$ cat src/rtl/divider_block_pkg.sv
// Shared definitions for the sequential restoring divider.
package divider_block_pkg;

  // Default operand/result width; the iteration count equals the width.
  localparam int unsigned DefaultWidth = 32;

  // Controller states; encodings are fixed so they match the multiplier's debug view.
  typedef enum logic [1:0] {
    StIdle   = 2'b00,
    StDivide = 2'b01,
    StFixup  = 2'b10,
    StDone   = 2'b11
  } div_state_e;

  // A new request is only taken when no division is in flight.
  function automatic logic can_accept(input div_state_e st);
    return (st == StIdle) || (st == StDone);
  endfunction

endpackage

$ cat src/rtl/divider_step.sv
// One restoring-division step: shift in the next dividend bit, trial-subtract, select.
module divider_step #(
  parameter int unsigned WIDTH = 32
) (
  input  logic [WIDTH:0]   rem_i,
  input  logic [WIDTH-1:0] quo_i,
  input  logic [WIDTH-1:0] dvs_i,
  output logic [WIDTH:0]   rem_o,
  output logic [WIDTH-1:0] quo_o
);

  logic [WIDTH:0] shifted;
  logic [WIDTH:0] trial;

  // The stored partial remainder never reaches 2^WIDTH, so its top bit carries no information.
  logic unused_rem_msb;
  assign unused_rem_msb = rem_i[WIDTH];

  // Keep the trial difference when it is non-negative, otherwise restore the shifted value.
  always_comb begin
    shifted = {rem_i[WIDTH-1:0], quo_i[WIDTH-1]};
    trial   = shifted - {1'b0, dvs_i};
    if (!trial[WIDTH]) begin
      rem_o = trial;
      quo_o = {quo_i[WIDTH-2:0], 1'b1};
    end else begin
      rem_o = shifted;
      quo_o = {quo_i[WIDTH-2:0], 1'b0};
    end
  end

endmodule

$ cat src/rtl/divider_block.sv
// Sequential signed/unsigned integer divider, one quotient bit per clock,
// with a start/busy/done handshake for the execute-stage controller.
module divider_block
  import divider_block_pkg::*;
#(
  parameter int unsigned WIDTH = DefaultWidth
) (
  input  logic             clk,
  input  logic             rst,
  input  logic             start,
  input  logic             is_signed,
  input  logic [WIDTH-1:0] a,
  input  logic [WIDTH-1:0] b,
  output logic             busy,
  output logic             done,
  output logic             div_by_zero,
  output logic [WIDTH-1:0] quotient,
  output logic [WIDTH-1:0] remainder
);

  localparam int unsigned CntW = $clog2(WIDTH);
  localparam logic [CntW-1:0] LastStep = CntW'(WIDTH - 1);
  localparam logic [WIDTH-1:0] ZeroDivQuot = '1;

  div_state_e state_q, state_d;

  logic [CntW-1:0]  cnt_q, cnt_d;
  logic [WIDTH:0]   rem_q, rem_d;          // partial remainder R
  logic [WIDTH-1:0] quo_q, quo_d;          // working quotient Q, starts as |a|
  logic [WIDTH-1:0] dvs_q, dvs_d;          // divisor magnitude
  logic [WIDTH-1:0] a_q, a_d;              // raw dividend, returned on divide-by-zero
  logic             neg_quo_q, neg_quo_d;
  logic             neg_rem_q, neg_rem_d;
  logic             zero_q, zero_d;
  logic [WIDTH-1:0] quotient_q, quotient_d;
  logic [WIDTH-1:0] remainder_q, remainder_d;
  logic             dbz_q, dbz_d;

  logic             accept;
  logic             b_zero;
  logic [WIDTH-1:0] a_mag;
  logic [WIDTH-1:0] b_mag;
  logic [WIDTH:0]   step_rem;
  logic [WIDTH-1:0] step_quo;

  assign accept = start && can_accept(state_q);
  assign b_zero = (b == '0);
  // The most negative value negates to itself, which is already its correct unsigned magnitude.
  assign a_mag  = (is_signed && a[WIDTH-1]) ? (~a + 1'b1) : a;
  assign b_mag  = (is_signed && b[WIDTH-1]) ? (~b + 1'b1) : b;

  divider_step #(
    .WIDTH(WIDTH)
  ) u_step (
    .rem_i(rem_q),
    .quo_i(quo_q),
    .dvs_i(dvs_q),
    .rem_o(step_rem),
    .quo_o(step_quo)
  );

  // State register.
  always_ff @(posedge clk or negedge rst) begin
    if (!rst) begin
      state_q <= StIdle;
    end else begin
      state_q <= state_d;
    end
  end

  // Next-state logic; a zero divisor skips the iterations entirely.
  always_comb begin
    state_d = state_q;
    unique case (state_q)
      StIdle, StDone: begin
        if (start) begin
          state_d = b_zero ? StFixup : StDivide;
        end else if (state_q == StDone) begin
          state_d = StIdle;
        end
      end
      StDivide: begin
        if (cnt_q == LastStep) begin
          state_d = StFixup;
        end
      end
      StFixup: state_d = StDone;
      default: state_d = StIdle;
    endcase
  end

  // Handshake outputs decoded from the state.
  always_comb begin
    busy = (state_q == StDivide) || (state_q == StFixup);
    done = (state_q == StDone);
  end

  // Datapath next-state: operand capture, iteration, and sign/zero fix-up.
  always_comb begin
    cnt_d       = cnt_q;
    rem_d       = rem_q;
    quo_d       = quo_q;
    dvs_d       = dvs_q;
    a_d         = a_q;
    neg_quo_d   = neg_quo_q;
    neg_rem_d   = neg_rem_q;
    zero_d      = zero_q;
    quotient_d  = quotient_q;
    remainder_d = remainder_q;
    dbz_d       = dbz_q;

    if (accept) begin
      a_d       = a;
      dvs_d     = b_mag;
      neg_quo_d = is_signed & (a[WIDTH-1] ^ b[WIDTH-1]);
      neg_rem_d = is_signed & a[WIDTH-1];
      zero_d    = b_zero;
      rem_d     = '0;
      quo_d     = a_mag;
      cnt_d     = '0;
      dbz_d     = 1'b0;
    end else if (state_q == StDivide) begin
      rem_d = step_rem;
      quo_d = step_quo;
      // Wraps back to zero after the last step.
      cnt_d = cnt_q + CntW'(1);
    end else if (state_q == StFixup) begin
      if (zero_q) begin
        quotient_d  = ZeroDivQuot;
        remainder_d = a_q;
        dbz_d       = 1'b1;
      end else begin
        quotient_d  = neg_quo_q ? (~quo_q + 1'b1) : quo_q;
        remainder_d = neg_rem_q ? (~rem_q[WIDTH-1:0] + 1'b1) : rem_q[WIDTH-1:0];
        dbz_d       = 1'b0;
      end
    end
  end

  // Datapath and result registers; reset also aborts any division in flight.
  always_ff @(posedge clk or negedge rst) begin
    if (!rst) begin
      cnt_q       <= '0;
      rem_q       <= '0;
      quo_q       <= '0;
      dvs_q       <= '0;
      a_q         <= '0;
      neg_quo_q   <= 1'b0;
      neg_rem_q   <= 1'b0;
      zero_q      <= 1'b0;
      quotient_q  <= '0;
      remainder_q <= '0;
      dbz_q       <= 1'b0;
    end else begin
      cnt_q       <= cnt_d;
      rem_q       <= rem_d;
      quo_q       <= quo_d;
      dvs_q       <= dvs_d;
      a_q         <= a_d;
      neg_quo_q   <= neg_quo_d;
      neg_rem_q   <= neg_rem_d;
      zero_q      <= zero_d;
      quotient_q  <= quotient_d;
      remainder_q <= remainder_d;
      dbz_q       <= dbz_d;
    end
  end

  assign quotient    = quotient_q;
  assign remainder   = remainder_q;
  assign div_by_zero = dbz_q;

endmodule

$ cat config.mk
export PLATFORM = sky130hd
export DESIGN_NAME = divider_block
export DESIGN_NICKNAME = d
export VERILOG_FILES = /design/src/rtl/divider_block_pkg.sv /design/src/rtl/divider_step.sv /design/src/rtl/divider_block.sv
export SDC_FILE = /design/constraint.sdc
export NUM_CORES = 1
export LEC_CHECK = 0
export ABC_CLOCK_PERIOD_IN_PS = 5850
export CORE_ASPECT_RATIO = 0.8
export CORE_MARGIN = 4
export CORE_UTILIZATION = 62
export CTS_CLUSTER_DIAMETER = 80
export CTS_CLUSTER_SIZE = 24
export DETAILED_ROUTE_END_ITERATION = 7
export MAX_ROUTING_LAYER = met4
export PLACE_DENSITY = 0.86
export SETUP_SLACK_MARGIN = 0.3
export SLEW_MARGIN = 10
export SYNTH_ARGS = -nofsm -noshare
export SYNTH_HDL_FRONTEND = slang
export SYNTH_SLANG_ARGS = --single-unit
$ cat constraint.sdc
create_clock -name clk -period 5.85 [get_ports clk]
set_clock_uncertainty 0.2 [all_clocks]
set_input_delay 0.585 -clock clk [delete_from_list [all_inputs] [get_ports clk]]
set_output_delay 0.585 -clock clk [all_outputs]
set_load 0.01 [all_outputs]
==> flow_summary.toml, run 1 <==
[clocking]
cts.sinks = 203
clk_latency_ns = 0.49
cts_resized = 0
clk_pin_slew_ns = 0.09
cts_tree = "done"
clock-root-buffer = "clkbuf_16"
cts_hold_buf = 1
cts_buffers = 13
clk_path_buf_depth = 3
h-tree-depth = 1
cts_setup_buffers = 0

[worst_setup_path]
rrSetupSlack_ns = 1.39
path_class = "reg2reg"
cp.arrival_ns = 4.58
r2r-start = "rem_q[10]$_DFFE_PN0P_"
cp-end-kind = "register"
regToRegEndpoint = "rem_q[19]$_DFFE_PN0P_"
cp.required_ns = 5.97
worstPathMaxFanout = 26
r2r_cells = 11
critPathLaunchType = "register"

[global_routing]
overflow = 0
grt_pass1_wl_mm = 53.5
antenna_found_initial = 1
grt_usage_pct = 29.5
grt_pass1_vias = 10200
grt_max_degree = 103

[power_and_ir_drop]
pwr-share-seq_pct = 29.5
clkPwrFrac_pct = 11.1
switching_power_mw = 4.28
p_int_mw = 4.87
p_comb_share_pct = 59.4
pwr_density_cell_nw_per_um2 = 626
leakage_nw = 6.28
vdd.ir_drop.worst_uv = 604
netSwitchingFraction_pct = 46.8

[timing]
max_freq_mhz = 224
hold_violations = 0
min_period_ns = 4.46
hold_ws_ns = 0.284
final_max_slew_viol_count = 0
setup_tns_ns = 0
fin_crit_sh_pct = 76.3
worst_pin_slew_ns = 1.19
slew_headroom_pct = 20.8
finalSetupViolCount = 0
rsz0062_at_grt = "false"

[cells_and_area]
syn_to_final_growth_pct = 15.1
fillers = 1501
finalNonFillerCells = 1866
drive_gt1_share_pct = 3.44
post-route-util_pct = 73.2
final_net_count = 1707

[routing]
totalWireLength_mm = 33.6
drt-initial-drc-count = 1245
dr.pass1.iters = 5
via_per_inst = 6.04
vias = 11300
ant_nets = 0
post_drt_wl_per_cell_um = 18.0
drc_errors = 0

[synthesis]
syn-mean-instance-area_um2 = 8.38
synth-seq-cells = 203
yosys-top-cells-area = "dfrtp_1 40%, nand2_1 7.2%, o21ai_0 7.2%, xor2_1 5.9%, a21oi_1 5.6%"
synth_edf_count = 0
synth_top_flop_cell = "dfrtp_1"
synth_area_leader_cell = "dfrtp_1"
synth_common_cells = "244 x nand2_1, 203 x dfrtp_1, 182 x o21ai_0"
ys_warn_count = 0
ys_types = 66
syn_nets = 1626
async_flop_share_pct = 100
syn_inst = 1516
synth_top_area_share_pct = 40.0
seq_area_frac_synth_pct = 40.0
yosysMostFrequentCell = "nand2_1"
netlist_area_um2 = 12700

[die]
io-pin-count = 135
die_area_um2 = 22900
fp.coreArea_um2 = 20000
die_w_um = 168
initial_core_util_pct = 63.6
die_h_um = 136
num_rows = 46

[place]
io_buffers = 134
dpl.cell_count = 1845
dp_hpwl_mm = 25.0
gp_congestion = 0.947

[min_path]
hold_start = "a_q[20]$_DFFE_PN0P_"
min_path_cells = 2
hold_path.class = "reg2reg"
min_to = "a_q[20]$_DFFE_PN0P_"

[run_status]
status = "completed"

[flow_run]
drv_cap = 0
==> flip-flops by register name, summed over array words and instances (netlist names) <==
signal and flops:
remainder 32, neg_quo_q 1, cnt_q 5, div_by_zero 1
neg_rem_q 1, zero_q 1, a_q 32, dvs_q 32
quotient 32, quo_q 32, state_q 2, rem_q 32
==> routing by layer <==
metal	share of wire, %	track usage [%]	up-vias
met5	0	-	-
met4	2.5	6.99	0
met3	9.3	4.59	53
met2	42	41.6	507
met1	46	45.0	5307
li1	-	-	5408
==> critical path, cell delays in order (launching register included) <==
cell and delay [ns]:
dfrtp_1 0.48, ha_1 0.43, a21oi_1 0.29, o21ai_0 0.17, or3_1 0.32, a41o_1 0.23, a31oi_1 0.37, o211ai_2 0.23
xor2_4 0.87, buf_4 0.35, mux2i_1 0.24, a21oi_1 0.09
==> cells in the final DEF (no fill, tap or decap), types with 3 or more instances in the layout <==
master           count
nand2_1            243
dfrtp_1            202
o21ai_0            182
a21oi_1            141
clkdlybuf4s50_1    133
nor2_1             127
xor2_1              85
mux2i_1             64
xnor2_1             62
inv_1               59
ha_1                40
o31ai_1             25
nand3_1             23
nor3_1              18
nor4_1              14
clkbuf_16           13
or3_1               12
o41ai_1             12
or4_1               11
nor2b_1             11
nand2b_1            10
a21o_1              10
buf_4                9
a31oi_1              8
nand4_1              6
o211ai_1             5
o21a_1               5
and3_1               4
and2_1               3
or4_4                3
mux2_2               3
or2_2                3
a211oi_1             3
==> per-stage QoR <==
stage | setup slack, ns | total power [mW] | instance area [µm²]
after floorplan | 2.32 | 6.43 | 12700
after global placement | 1.59 | 7.89 | 14200
after detailed placement | 1.47 | 8.07 | 14200
after CTS | 1.44 | 9.10 | 14600
after global routing | 1.17 | 9.89 | 14600
final | 1.39 | 9.16 | 14600
==> worst max path at each step <==
stage                                      from                    end  slack, ns  depth (start not counted)
after detailed placement  rem_q[10]$_DFFE_PN0P_  rem_q[19]$_DFFE_PN0P_       1.47                         11
final                     rem_q[10]$_DFFE_PN0P_  rem_q[19]$_DFFE_PN0P_       1.39                         11
after global placement    rem_q[10]$_DFFE_PN0P_  rem_q[17]$_DFFE_PN0P_       1.59                         11
after CTS                 rem_q[10]$_DFFE_PN0P_  rem_q[19]$_DFFE_PN0P_       1.44                         11
after global routing      quo_q[31]$_DFFE_PN0P_  rem_q[22]$_DFFE_PN0P_       1.17                         13
after floorplan           rem_q[10]$_DFFE_PN0P_  rem_q[10]$_DFFE_PN0P_       2.32                         12
==> layout make-up <==
class	instances	area (µm²)	share of cell area, %
clock buffers	14	329	2.25
multi-input cells	1175	7140	48.8
well taps	264	330	2.26
inverters	60	225	1.54
flip-flops and latches	203	5080	34.7
clock inverters	5	96.3	0.659
repair buffers	144	1420	9.73
diodes	1	2.50	0.0171
==> cells by family after synthesis <==
| logic type | after synthesis | share of synthesized area (%) |
|---|---|---|
| simple gates | 501 | 17.3 |
| compound gates | 417 | 18.7 |
| flops | 203 | 40.0 |
| xor+xnor | 148 | 10.2 |
| buf+inv | 138 | 4.29 |
| mux | 67 | 5.31 |
| fa+ha+maj | 42 | 4.19 |
==> power groups by stage <==
stage	logic [mW]	clock network, mW	registers, mW
after CTS	5.39	1.02	2.68
after global routing	6.02	1.08	2.79
after floorplan	3.82	0	2.61
after global placement	5.22	0	2.67
after detailed placement	5.35	0	2.71
final	5.44	1.01	2.70
No activity file was read; power rests on OpenSTA's default activity.
==> run 2: changes to the inputs <==
Settings changed: ABC_CLOCK_PERIOD_IN_PS 5850 to 4700, CORE_UTILIZATION 62 to 58, PLACE_DENSITY 0.86 to 0.81.
Clock period 5.85 ns to 4.7 ns, I/O delays scaled along.
==> run 2 against run 1 <==
Clock power is 15% higher. Fmax increased by 12%. Register-to-register slack worse by 0.68 ns. First-iteration DRC count down 14%. Highest routed layer unchanged.
==> flow_summary.toml, run 2 (synthesis results as in run 1) <==
[worst_setup_path]
slowest_stage = "dfrtp_1"
cp_common_cell = "a21oi_1"
cp.required_ns = 4.90
path_class = "reg2reg"
slowest_delay_ns = 0.49
worstPathMaxFanout = 24
cp-end-kind = "register"
path_cells = "ha_1 -> a21oi_1 -> o21ai_0 -> or3_1 -> a41o_1 -> a31oi_1 -> o211ai_2 -> xor2_4 -> buf_12 -> mux2_2 -> a21oi_1"
cp.arrival_ns = 4.20
critPathLaunchType = "register"

[power_and_ir_drop]
leakage_nw = 6.28
vdd.ir_drop.worst_uv = 784
power_mw = 11.3
pwr_density_cell_nw_per_um2 = 773

[timing]
finalSetupViolCount = 0
worst_pin_slew_ns = 1.08
fin_crit_sh_pct = 85.0
slew_headroom_pct = 28.0
rsz0062_at_grt = "false"
min_period_ns = 3.99
max_freq_mhz = 250
setup_tns_ns = 0
hold_ws_ns = 0.283
final_max_slew_viol_count = 0
setup_ws_ns = 0.705
hold_violations = 0

[die]
initial_core_util_pct = 58.9
fp.coreArea_um2 = 21600
die_h_um = 140
die_area_um2 = 24400
num_rows = 48
io-pin-count = 135
die_w_um = 173

[global_routing]
grt_pass1_vias = 10400
grt_max_degree = 121
antenna_found_initial = 0
grt_pass1_wl_mm = 55.6
grt_usage_pct = 28.5
overflow = 0

[flow_run]
drv_cap = 0

[clocking]
clk_latency_ns = 0.48
cts_buffers = 13
cts.sinks = 203
cts_tree = "done"
h-tree-depth = 1
clk_path_buf_depth = 3
clock-root-buffer = "clkbuf_16"
clk_pin_slew_ns = 0.10

[routing]
dr.pass1.iters = 5
drc_errors = 0
vias = 11100
totalWireLength_mm = 34.2
post_drt_wl_per_cell_um = 18.2
ant_nets = 0
via_per_inst = 5.91
drt-initial-drc-count = 1071

[cells_and_area]
final_net_count = 1710
post-route-util_pct = 67.9
antennaDiodeCount = 0
fillers = 1813
drive_gt1_share_pct = 3.62
finalNonFillerCells = 1879
postLayoutCellArea_um2 = 14600
syn_to_final_growth_pct = 15.2
mostFrequentLayoutCell = "nand2_1"
final_cell_mix = "243 x nand2_1, 202 x dfrtp_1, 182 x o21ai_0, 141 x a21oi_1, 133 x clkdlybuf4s50_1"

[place]
dpl.cell_count = 1859
io_buffers = 134
dp_hpwl_mm = 25.6
gp_congestion = 0.991
placed_area_um2 = 14200
place_ws_ns = 0.749

[min_path]
hold_path.class = "reg2reg"

[run_status]
status = "completed"
==> run 2: changes by cell type in the layout (fill, tap and decap cells not counted), sizes merged <==
cell	previous run	this run
buf	9	12
bufinv	2	0
clkinvlp	0	2
diode	1	0
==> run 2: power breakdown <==
part / switching [mW] / internal [mW]
sequential: 0.771 / 2.57
clock: 0.636 / 0.525
combinational: 3.92 / 2.90
total: 5.33 / 5.99
==> run 2: final cells by class <==
| cell class | count | area (µm²) | share of cell area, % |
|---|---|---|---|
| multi-input combinational | 1175 | 7140 | 48.8 |
| sequential | 203 | 5080 | 34.7 |
| timing repair buffer | 147 | 1470 | 10.0 |
| tap | 275 | 344 | 2.35 |
| clock buffer | 14 | 329 | 2.25 |
| inverter | 60 | 225 | 1.54 |
| clock inverter | 5 | 51.3 | 0.350 |
==> run 2: final timing paths <==
| kind | from | to | slack, ns | cells past startpoint |
|---|---|---|---|---|
| setup reg to reg | rem_q[10]$_DFFE_PN0P_ | rem_q[1]$_DFFE_PN0P_ | 0.71 | 11 |
| min in group asynchronous | rst | remainder[11]$_DFFE_PN0P_ | 0.46 | 2 |
| hold reg to reg | a_q[23]$_DFFE_PN0P_ | a_q[23]$_DFFE_PN0P_ | 0.28 | 2 |
| hold / removal | a_q[23]$_DFFE_PN0P_ | a_q[23]$_DFFE_PN0P_ | 0.28 | 2 |
| setup / recovery | rem_q[10]$_DFFE_PN0P_ | rem_q[1]$_DFFE_PN0P_ | 0.71 | 11 |
| max in group asynchronous | rst | quo_q[29]$_DFFE_PN0P_ | 2.81 | 3 |
==> run 2: layer usage <==
layer | routed length [µm] | part of all wire [%] | up-vias | global-route usage, %
met5 | 0 | 0 | - | -
met1 | 16500 | 48 | 5254 | 43.8
li1 | - | - | 5413 | -
met2 | 14600 | 43 | 403 | 40.9
met3 | 2600 | 7.6 | 38 | 4.18
met4 | 538 | 1.6 | 0 | 4.79
==> run 2: repair_timing <==
action	4_1_cts	5_1_grt
gates resized for setup	0	0
hold endpoints to repair	61	0
setup buffers	0	0
endpoints found under the setup margin	0	0
hold buffers	1	0
==> run 2: worst max-delay path, delay by kind of cell, from the launching register on <==
family / cells / cell delay, ns
xor+xnor: 1 / 0.44
mux: 1 / 0.35
simple gates: 1 / 0.32
flops: 1 / 0.49
compound gates: 6 / 1.41
buf+inv: 1 / 0.27
fa+ha+maj: 1 / 0.43
==> run 3: changes to the inputs <==
Settings changed: ABC_CLOCK_PERIOD_IN_PS 4700 to 4000.
Clock period 4.7 ns to 4 ns, I/O delays scaled along.
==> run 3 against run 2 <==
Power grew 22%. Die area unchanged. Count of clock-buffer cells in the layout unchanged. Non-clock buffer count grew 19. Register-to-register slack got worse by 0.21 ns. Routed wire length grew 1.1%. Worst setup slack got worse by 0.21 ns. Cell area up 1.4%.
==> flow_summary.toml, run 3 (synthesis results as in run 1) <==
[worst_setup_path]
cp-end-kind = "register"
cp_top_family = "compound AO/OA/AOI/OAI gates"
path_cells = "inv_1 -> ha_1 -> fa_1 -> nand2b_4 -> a21oi_2 -> o21ba_4 -> a41o_1 -> a31oi_4 -> o211ai_2 -> xor2_4 -> buf_4 -> clkbuf_16 -> mux2i_1 -> a21oi_1"
cp.arrival_ns = 3.64
path_depth = 14
cp.required_ns = 4.13
r2r_cells = 14
path_class = "reg2reg"
startpoint = "quo_q[31]$_DFFE_PN0P_"
worstPathMaxFanout = 13
regToRegEndpoint = "rem_q[22]$_DFFE_PN0P_"
timing.critical_path.to = "rem_q[22]$_DFFE_PN0P_"
rrSetupSlack_ns = 0.50
slowest_delay_ns = 0.41
critPathLaunchType = "register"
r2r-start = "quo_q[31]$_DFFE_PN0P_"
slowest_stage = "fa_1"
cp_num_buf_inv = 3

[clocking]
clock-root-buffer = "clkbuf_16"
cts.sinks = 203
h-tree-depth = 1
clk_path_buf_depth = 3
clk_latency_ns = 0.48
cts_buffers = 13
cts_tree = "done"
clk_pin_slew_ns = 0.09

[routing]
totalWireLength_mm = 34.5
drt-initial-drc-count = 1007
vias = 11300
ant_nets = 0
post_drt_wl_per_cell_um = 18.2
dr.pass1.iters = 5
via_per_inst = 5.95
drc_errors = 0

[die]
die_area_um2 = 24400
io-pin-count = 135
num_rows = 48
fp.coreArea_um2 = 21600
initial_core_util_pct = 58.9
die_h_um = 140
die_w_um = 173

[timing]
max_freq_mhz = 285
worst_pin_slew_ns = 0.807
hold_violations = 0
fin_crit_sh_pct = 87.6
min_period_ns = 3.50
finalSetupViolCount = 0
rsz0062_at_grt = "false"
final_max_slew_viol_count = 0
setup_tns_ns = 0
hold_ws_ns = 0.284
slew_headroom_pct = 45.7

[cells_and_area]
multi_input_area_um2 = 7180
postLayoutCellArea_um2 = 14800
fillers = 1738
drive_gt1_share_pct = 5.05
syn_to_final_growth_pct = 16.8
mostFrequentLayoutCell = "nand2_1"
antennaDiodeCount = 0
final_net_count = 1729
seq_area_um2 = 5080
final_cell_mix = "243 x nand2_1, 202 x dfrtp_1, 182 x o21ai_0, 139 x a21oi_1, 133 x clkdlybuf4s50_1"

[power_and_ir_drop]
pwr_density_cell_nw_per_um2 = 929
vdd.ir_drop.worst_uv = 890
leakage_nw = 6.40

[global_routing]
overflow = 0
antenna_found_initial = 0
grt_usage_pct = 28.5
grt_pass1_vias = 10600
grt_max_degree = 93
grt_pass1_wl_mm = 56.0

[run_status]
status = "completed"

[place]
io_buffers = 134
gp_congestion = 0.948
placed_area_um2 = 14300
dp_hpwl_mm = 25.5

[flow_run]
drv_cap = 0

[min_path]
hold_path.class = "reg2reg"
## run 3: how the worst min path moves through the flow
stage	startpoint	endpoint	slack (ns)	cells after the start
after CTS	a_q[16]$_DFFE_PN0P_	a_q[16]$_DFFE_PN0P_	0.29	2
after global placement	a_q[28]$_DFFE_PN0P_	a_q[28]$_DFFE_PN0P_	0.26	2
after floorplan	rst	a_q[0]$_DFFE_PN0P_	-0.1	0
final	a_q[17]$_DFFE_PN0P_	a_q[17]$_DFFE_PN0P_	0.28	2
after global routing	a_q[24]$_DFFE_PN0P_	a_q[24]$_DFFE_PN0P_	0.30	2
after detailed placement	a_q[17]$_DFFE_PN0P_	a_q[17]$_DFFE_PN0P_	0.26	2
## run 3: layout make-up
cell class	instances	share of cell area, %
Clock inverter	5	0.337
Multi-Input combinational cell	1175	48.3
Timing Repair Buffer	166	11.1
Clock buffer	14	2.22
Tap cell	275	2.32
Sequential cell	203	34.2
Inverter	60	1.52
## run 3: through the flow
stage	power [mW]	util (%)	setup slack (ns)	std cells
after CTS	13.3	68.3	0.339	1888
after global routing	14.9	68.9	0.325	1898
after detailed placement	11.9	66.4	0.244	1867
after floorplan	9.40	-	0.467	1516
final	13.8	68.9	0.497	1898
after global placement	11.7	66.4	0.315	1867
## run 3: worst register-to-register path: cells and delay by family, from the launching register on
| kind | cells | cell delay, ns |
|---|---|---|
| adder cells (fa/ha/maj) | 2 | 0.66 |
| buffers and inverters | 3 | 0.43 |
| AO/OA/AOI/OAI | 6 | 1.11 |
| AND/OR/NAND/NOR | 1 | 0.17 |
| multiplexers | 1 | 0.21 |
| XOR/XNOR | 1 | 0.22 |
| flip-flops | 1 | 0.35 |
## run 3: power breakdown
| group | total [mW] | switching (mW) | internal (mW) |
|---|---|---|---|
| clock network | 1.35 | 0.736 | 0.617 |
| registers | 3.91 | 0.889 | 3.02 |
| logic | 8.54 | 4.77 | 3.77 |
| total | 13.8 | 6.40 | 7.40 |
## run 3: per-layer routing
layer / vias to the layer above / track usage, % / routed length, µm
met1: 5368 / 44.0 / 16500
met3: 41 / 3.40 / 2880
met4: 0 / 5.50 / 686
met2: 455 / 40.8 / 14400
li1: 5434 / - / -
met5: - / - / 0
## run 3: what timing repair did
action | 4_1_cts | 5_1_grt
gates cloned | 0 | 1
hold endpoints to repair | 90 | 0
resized for setup | 1 | 6
setup endpoints to repair | 2 | 29
buffers inserted | 1 | 9
pin swaps | 1 | 5
hold buffers | 1 | 0
